==> config.mk <==
export PLATFORM = sky130hd
export DESIGN_NAME = trial_sequencer
export DESIGN_NICKNAME = d
export VERILOG_FILES = /design/src/rtl/trial_sequencer.sv
export SDC_FILE = /design/constraint.sdc
export NUM_CORES = 1
export LEC_CHECK = 0
export ABC_AREA = 1
export BUFFER_PORTS_ARGS = -buffer_cell sky130_fd_sc_hd__buf_4
export CORE_ASPECT_RATIO = 1.1
export CORE_MARGIN = 8
export CORE_UTILIZATION = 55
export CTS_BUF_LIST = sky130_fd_sc_hd__clkbuf_8
export CTS_CLUSTER_SIZE = 25
export DETAILED_ROUTE_END_ITERATION = 6
export GPL_ROUTABILITY_DRIVEN = 0
export GPL_TIMING_DRIVEN = 1
export MAX_ROUTING_LAYER = met4
export PLACE_DENSITY = 0.79
export SYNTH_ARGS = -nofsm -noshare
export SYNTH_HDL_FRONTEND = slang
export SYNTH_SLANG_ARGS = --single-unit
==> constraint.sdc <==
create_clock -name clk -period 2.7 [get_ports clk]
set_clock_uncertainty 0.15 [all_clocks]
set_input_delay 0.27 -clock clk [delete_from_list [all_inputs] [get_ports clk]]
set_output_delay 0.27 -clock clk [all_outputs]
set_load 0.05 [all_outputs]
==> src/rtl/trial_sequencer.sv <==
// trial_sequencer: trial-level controller for the hippocampal navigation network.
// Each trial steps iTrial into the start-point lookup and captures the vector it
// returns. That vector drives layer 1 for a fixed window. The network then runs
// until a goal hit or a timeout. After a rest gap the next trial starts, until
// the session ends.
//
// Ports:
//   clk, reset     - system clock, synchronous active-high reset
//   start          - session start pulse (honoured in IDLE/DONE only)
//   abort          - return to IDLE from any state (highest priority)
//   goal_hit       - goal-cell spike / reward event from the network
//   in_vec         - start-point vector from the lookup (combinational from iTrial)
//   iTrial         - current trial index to the lookup
//   active         - network enable, high in PRESENT and RUN
//   stim_vec       - layer-1 stimulus, the captured vector in PRESENT, else 0
//   trial_done     - one-cycle pulse at the end of each trial
//   trial_success  - qualifies trial_done (1 = goal, 0 = timeout), held
//   run_cycles     - RUN cycles of the last completed trial
//   success_cnt    - successful trials in this session (saturating)
//   busy           - high in LOAD, PRESENT, RUN, REST
//   done           - high in DONE
module trial_sequencer #(
  parameter int unsigned VEC_W       = 6,
  parameter int unsigned N_TRIAL     = 258,
  parameter int unsigned PRESENT_CYC = 16,
  parameter int unsigned MAX_RUN_CYC = 1024,
  parameter int unsigned REST_CYC    = 32
) (
  input  logic             clk,
  input  logic             reset,
  input  logic             start,
  input  logic             abort,
  input  logic             goal_hit,
  input  logic [VEC_W-1:0] in_vec,
  output logic [9:0]       iTrial,
  output logic             active,
  output logic [VEC_W-1:0] stim_vec,
  output logic             trial_done,
  output logic             trial_success,
  output logic [10:0]      run_cycles,
  output logic [9:0]       success_cnt,
  output logic             busy,
  output logic             done
);

  localparam int unsigned TRIAL_W = 10;
  localparam int unsigned RUNC_W  = 11;
  localparam int unsigned SUCC_W  = 10;

  // One phase counter is shared by PRESENT, RUN and REST; size it for the longest.
  localparam int unsigned CNT_MAX_PR = (PRESENT_CYC > REST_CYC) ? PRESENT_CYC : REST_CYC;
  localparam int unsigned CNT_MAX    = (MAX_RUN_CYC > CNT_MAX_PR) ? MAX_RUN_CYC : CNT_MAX_PR;
  localparam int unsigned CNT_W      = $clog2(CNT_MAX + 1);

  localparam logic [CNT_W-1:0]   PRESENT_LAST = CNT_W'(PRESENT_CYC - 1);
  localparam logic [CNT_W-1:0]   RUN_LAST     = CNT_W'(MAX_RUN_CYC);
  localparam logic [CNT_W-1:0]   REST_LAST    = CNT_W'(REST_CYC - 1);
  localparam logic [TRIAL_W-1:0] LAST_TRIAL   = TRIAL_W'(N_TRIAL - 1);
  localparam logic [SUCC_W-1:0]  SUCC_SAT     = '1;

  typedef enum logic [2:0] {
    S_IDLE,
    S_LOAD,
    S_PRESENT,
    S_RUN,
    S_REST,
    S_DONE
  } state_e;

  state_e state_q, state_d;

  logic [CNT_W-1:0]   cnt_q, cnt_d;
  logic [VEC_W-1:0]   start_vec_q, start_vec_d;
  logic [TRIAL_W-1:0] itrial_q, itrial_d;
  logic               active_q, active_d;
  logic [VEC_W-1:0]   stim_vec_q, stim_vec_d;
  logic               trial_done_q, trial_done_d;
  logic               trial_success_q, trial_success_d;
  logic [RUNC_W-1:0]  run_cycles_q, run_cycles_d;
  logic [SUCC_W-1:0]  success_cnt_q, success_cnt_d;
  logic               busy_q, busy_d;
  logic               done_q, done_d;

  logic               trial_end;
  logic               session_start;

  // State register
  always_ff @(posedge clk) begin
    if (reset) begin
      state_q <= S_IDLE;
    end else begin
      state_q <= state_d;
    end
  end

  // Next-state logic; abort overrides everything else
  always_comb begin
    state_d = state_q;
    if (abort) begin
      state_d = S_IDLE;
    end else begin
      case (state_q)
        S_IDLE, S_DONE: begin
          if (start) state_d = S_LOAD;
        end
        S_LOAD: begin
          state_d = S_PRESENT;
        end
        S_PRESENT: begin
          if (cnt_q == PRESENT_LAST) state_d = S_RUN;
        end
        S_RUN: begin
          if (goal_hit || (cnt_q == RUN_LAST)) state_d = S_REST;
        end
        S_REST: begin
          if (cnt_q == REST_LAST) begin
            state_d = (itrial_q == LAST_TRIAL) ? S_DONE : S_LOAD;
          end
        end
        default: state_d = S_IDLE;
      endcase
    end
  end

  // Output and datapath next values, derived from the state transition
  always_comb begin
    session_start   = ((state_q == S_IDLE) || (state_q == S_DONE)) && (state_d == S_LOAD);
    trial_end       = (state_q == S_RUN) && (state_d == S_REST);

    cnt_d           = cnt_q;
    start_vec_d     = start_vec_q;
    itrial_d        = itrial_q;
    trial_done_d    = 1'b0;
    trial_success_d = trial_success_q;
    run_cycles_d    = run_cycles_q;
    success_cnt_d   = success_cnt_q;

    // RUN counts from 1 so run_cycles reads directly as the cycle count.
    if (state_d != state_q) begin
      cnt_d = (state_d == S_RUN) ? CNT_W'(1) : '0;
    end else if ((state_q == S_PRESENT) || (state_q == S_RUN) || (state_q == S_REST)) begin
      cnt_d = cnt_q + CNT_W'(1);
    end else begin
      cnt_d = '0;
    end

    if (state_q == S_LOAD) begin
      start_vec_d = in_vec;
    end

    if (session_start) begin
      itrial_d      = '0;
      success_cnt_d = '0;
    end else if ((state_q == S_REST) && (state_d == S_LOAD)) begin
      itrial_d = itrial_q + TRIAL_W'(1);
    end

    if (trial_end) begin
      trial_done_d    = 1'b1;
      trial_success_d = goal_hit;
      run_cycles_d    = RUNC_W'(cnt_q);
      if (goal_hit && (success_cnt_q != SUCC_SAT)) begin
        success_cnt_d = success_cnt_q + SUCC_W'(1);
      end
    end

    active_d = (state_d == S_PRESENT) || (state_d == S_RUN);
    busy_d   = (state_d == S_LOAD) || (state_d == S_PRESENT) ||
               (state_d == S_RUN)  || (state_d == S_REST);
    done_d   = (state_d == S_DONE);

    // The first PRESENT cycle is driven straight from in_vec, which is captured on the same edge.
    if (state_d == S_PRESENT) begin
      stim_vec_d = (state_q == S_LOAD) ? in_vec : start_vec_q;
    end else begin
      stim_vec_d = '0;
    end
  end

  // Datapath and output registers
  always_ff @(posedge clk) begin
    if (reset) begin
      cnt_q           <= '0;
      start_vec_q     <= '0;
      itrial_q        <= '0;
      active_q        <= 1'b0;
      stim_vec_q      <= '0;
      trial_done_q    <= 1'b0;
      trial_success_q <= 1'b0;
      run_cycles_q    <= '0;
      success_cnt_q   <= '0;
      busy_q          <= 1'b0;
      done_q          <= 1'b0;
    end else begin
      cnt_q           <= cnt_d;
      start_vec_q     <= start_vec_d;
      itrial_q        <= itrial_d;
      active_q        <= active_d;
      stim_vec_q      <= stim_vec_d;
      trial_done_q    <= trial_done_d;
      trial_success_q <= trial_success_d;
      run_cycles_q    <= run_cycles_d;
      success_cnt_q   <= success_cnt_d;
      busy_q          <= busy_d;
      done_q          <= done_d;
    end
  end

  assign iTrial        = itrial_q;
  assign active        = active_q;
  assign stim_vec      = stim_vec_q;
  assign trial_done    = trial_done_q;
  assign trial_success = trial_success_q;
  assign run_cycles    = run_cycles_q;
  assign success_cnt   = success_cnt_q;
  assign busy          = busy_q;
  assign done          = done_q;

endmodule

==> impl_summary.txt <==
----------------------------------------------------
[Worst setup path]
  Crit-path leading delay family ... simple AND/OR/NAND/NOR gates
  Critical Path Max Stage Delay ... 0.40 ns
  Startpoint type of the worst setup path ... register
  CP Data Required Time ... 2.75 ns
  Element type at the critical path end ... register
  Slowest library cell on the worst path ... sky130_fd_sc_hd__dfxtp_1
  Worst-path fanout max ... 15
  Crit Path Class ... register to register
  Critical path cell sequence ... ha_1 > nand3_2 > clkinv_1 > nand2_1 > nor2_1 > nand2_1 > nand2_1 > nand3_2 > nand2_2 > nand3_1 > nand2_1 > a21oi_1
  Worst reg2reg setup slack ... 0.39 ns
  Cell seen most often among critical-path stages ... sky130_fd_sc_hd__nand2_1
  Data arrival time at the worst-slack endpoint ... 2.36 ns
  Combined buffer and inverter count along the critical path ... 1

[Clocking]
  Maximum buffer depth of the clock tree ... 2
  Clock-pin slew reported for the worst setup and hold paths after clock tree synthesis ... 0.06 ns
  Clock Latency Late Sink ... 0.34 ns
  Root buffer cell ... sky130_fd_sc_hd__clkbuf_8
  CTS-repair resized insts ... 0
  Number of H-tree branching levels ... 3
  Clock buffer count from CTS ... 9
  CTS tree ... done
  Clock sink count ... 62
  Cts hold-fix bufs ... 0
  Number of post-CTS setup repair buffers ... 0

[Final layout]
  Layout area overhead ... 21.2%
  Number of inserted diodes ... 0
  Area used by multi-input combinational logic ... 1440 µm²
  Register area ... 1240 µm²
  Layout cell share with drive strength beyond 1 ... 0.207
  Number of inserted filler cells in the final layout ... 409
  Nets ... 446
  End-of-flow core utilization ... 0.695
  Final standard cell count with taps included and fillers excluded ... 493
  Design area ... 3500 µm²

[STA]
  Setup violations, final ... 0
  Final worst setup slack ... 0.390 ns
  Max-slew violation total from the final report ... 0
  Worst-Margin Slew ... 0.453 ns
  Count of endpoints failing hold in the final timing report ... 0
  Final TNS setup ... 0 ns
  Max frequency ... 433 MHz
  Period utilization ... 0.855
  Final Hold Slack ... 0.0365 ns
  Shortest period the worst path allows ... 2.31 ns
  Rel. slew slack ... 0.697
  Unrepaired setup endpoints after global routing ... false

[Floorplanning]
  Core Region ... 5030 µm²
  Die span in y ... 92.0 µm
  Horizontal extent of the die ... 85.1 µm
  DIE AREA ... 7830 µm²
  Initial standard-cell utilization of the core ... 0.573
  Std cell rows ... 27
  # IOs ... 53

[Yosys]
  Post-synthesis cell area ... 2890 µm²
  Yosys warning count ... 0
  Synth unique cells ... 31
  Sequential fraction of the synthesis area ... 0.430
  Synthesized area per cell ... 7.68 µm²
  Dominant cell type by area after synthesis ... sky130_fd_sc_hd__dfxtp_1
  Flop and latch count out of synthesis ... 62
  Fraction of registers with async set/reset ... 0
  Cells after Synth ... 376
  Main area contributors after synthesis ... sky130_fd_sc_hd__dfxtp_1 43%, sky130_fd_sc_hd__nand2_1 9.0%, sky130_fd_sc_hd__nor2_1 6.5%, sky130_fd_sc_hd__a21oi_1 6.1%, sky130_fd_sc_hd__xor2_1 5.2%
  Flip-flop cell with the highest count after synthesis ... sky130_fd_sc_hd__dfxtp_1
  Number of enable flip-flop cells after synthesis ... 0
  Synth Net Count ... 392
  Area share of the leading cell type in the synthesized netlist ... 0.430

[Pwr]
  Final total power ... 1.84 mW
  Standby leakage power ... 1.51 nW
  P per Cell Area ... 526 nW/µm²
  IR drop worst, VDD ... 0.000528 V

[Detailed routing]
  Antenna violation net count after detailed routing ... 0
  Total via count in the routed design ... 2643
  Detailed-route vias per instance ... 5.36
  DR WL/cell ... 13.1 µm
  Starting DRC count in detailed routing ... 110
  Routed wire length ... 6.46 mm
  First-pass detailed-route iteration total ... 6
  Drc violations ... 0

[Global route]
  Global route overflow ... 0
  Antenna violations before repair ... 0
  First-pass GRT wire length ... 11.2 mm
  Largest net degree at the start of global routing ... 28
  Total Routing Usage GR ... 0.177
  Via count of the first global-routing pass ... 2461

[Placement]
  Cell count after placement ... 477
  Half-perimeter wire length after detailed placement ... 4.64 mm
  # port buffers ... 52
  DP Area ... 3300 µm²
  Post-Place Setup Slack ... 0.414 ns

[Run status]
  Outcome ... finished clean

[Hold path]
  Hold crit path type ... input pin to register

[Flow run]
  Max-capacitance violation count ... 0

----------------------------------------------------
[worst register-to-register path, delay by kind of cell, from the launching register on]
kind / cells / cell delay, ns
buf+inv: 1 / 0.08
fa+ha+maj: 1 / 0.23
flops: 1 / 0.40
simple gates: 9 / 1.23
compound gates: 1 / 0.09
[cell usage in the layout, fill, tap and decap left out, types with 2 or more instances in the layout]
cell | netlist | final
sky130_fd_sc_hd__inv_2 | 6 | 6
sky130_fd_sc_hd__mux2i_1 | 6 | 6
sky130_fd_sc_hd__a21oi_1 | 35 | 35
sky130_fd_sc_hd__clkinv_1 | 2 | 2
sky130_fd_sc_hd__dfxtp_1 | 62 | 62
sky130_fd_sc_hd__nand2_2 | 3 | 3
sky130_fd_sc_hd__o21ai_1 | 9 | 9
sky130_fd_sc_hd__nand2_1 | 69 | 69
sky130_fd_sc_hd__buf_4 | 4 | 54
sky130_fd_sc_hd__nor3_2 | 2 | 2
sky130_fd_sc_hd__xor2_1 | 17 | 17
sky130_fd_sc_hd__nand3_1 | 27 | 27
sky130_fd_sc_hd__inv_1 | 28 | 30
sky130_fd_sc_hd__clkbuf_8 | 0 | 11
sky130_fd_sc_hd__nor2_2 | 2 | 2
sky130_fd_sc_hd__o21ai_0 | 2 | 2
sky130_fd_sc_hd__nor3_1 | 8 | 8
sky130_fd_sc_hd__nor2_4 | 2 | 2
sky130_fd_sc_hd__nand4_1 | 16 | 16
sky130_fd_sc_hd__ha_1 | 5 | 5
sky130_fd_sc_hd__nand3_2 | 4 | 4
sky130_fd_sc_hd__xnor2_1 | 5 | 5
sky130_fd_sc_hd__nor2_1 | 50 | 50
[logic make-up after synthesis]
kind of cell             synth area share
flip-flops                          0.430
multiplexers                       0.0208
buffers and inverters              0.0698
AO/OA/AOI/OAI                      0.0854
XOR/XNOR                           0.0668
adder cells (fa/ha/maj)            0.0217
AND/OR/NAND/NOR                     0.306
[routing by layer]
metal  wire length (µm)  vias up  global-route usage
li1                   -     1338                   -
met1               2870     1209               0.213
met2               2970       83               0.262
met3                480       13              0.0553
met4                134        0              0.0862
met5                  0        -                   -
[flip-flops by register name (all words and copies together), names as in the netlist, 3 cells and up]
name / count
success_cnt: 10
iTrial: 10
stim_vec: 6
run_cycles: 11
cnt_q: 11
state_q: 3
start_vec_q: 6
[final timing paths]
check	startpoint	endpoint	cells past startpoint
worst max-delay path	cnt_q[0]	iTrial[4]	12
worst max register to register	cnt_q[0]	iTrial[4]	12
worst min register to register	run_cycles[2]	run_cycles[2]	2
worst min-delay path	in_vec[1]	start_vec_q[1]	3
[cell type report]
class	count	share of cell area
inverter	36	0.0386
sequential	62	0.355
timing repair buffer	54	0.116
multi-input combinational	267	0.413
clock buffer	11	0.0433
tap	58	0.0207
clock inverter	5	0.0143
[cell usage after synthesis (6+ instances only)]
library cell / number
sky130_fd_sc_hd__nand2_1: 69
sky130_fd_sc_hd__dfxtp_1: 62
sky130_fd_sc_hd__inv_2: 6
sky130_fd_sc_hd__nand3_1: 27
sky130_fd_sc_hd__nor3_1: 8
sky130_fd_sc_hd__xor2_1: 17
sky130_fd_sc_hd__o21ai_1: 9
sky130_fd_sc_hd__nand4_1: 16
sky130_fd_sc_hd__a21oi_1: 35
sky130_fd_sc_hd__nor2_1: 50
sky130_fd_sc_hd__inv_1: 28
sky130_fd_sc_hd__mux2i_1: 6
[power by group]
group / internal, mW / switching, mW / total, mW / leakage (nW)
logic: 0.0332 / 0.0669 / 0.100 / 0.903
registers: 0.923 / 0.00566 / 0.929 / 0.500
clock network: 0.468 / 0.346 / 0.814 / 0.108
total: 1.42 / 0.418 / 1.84 / 1.51
(Power assumes the default switching activity.)
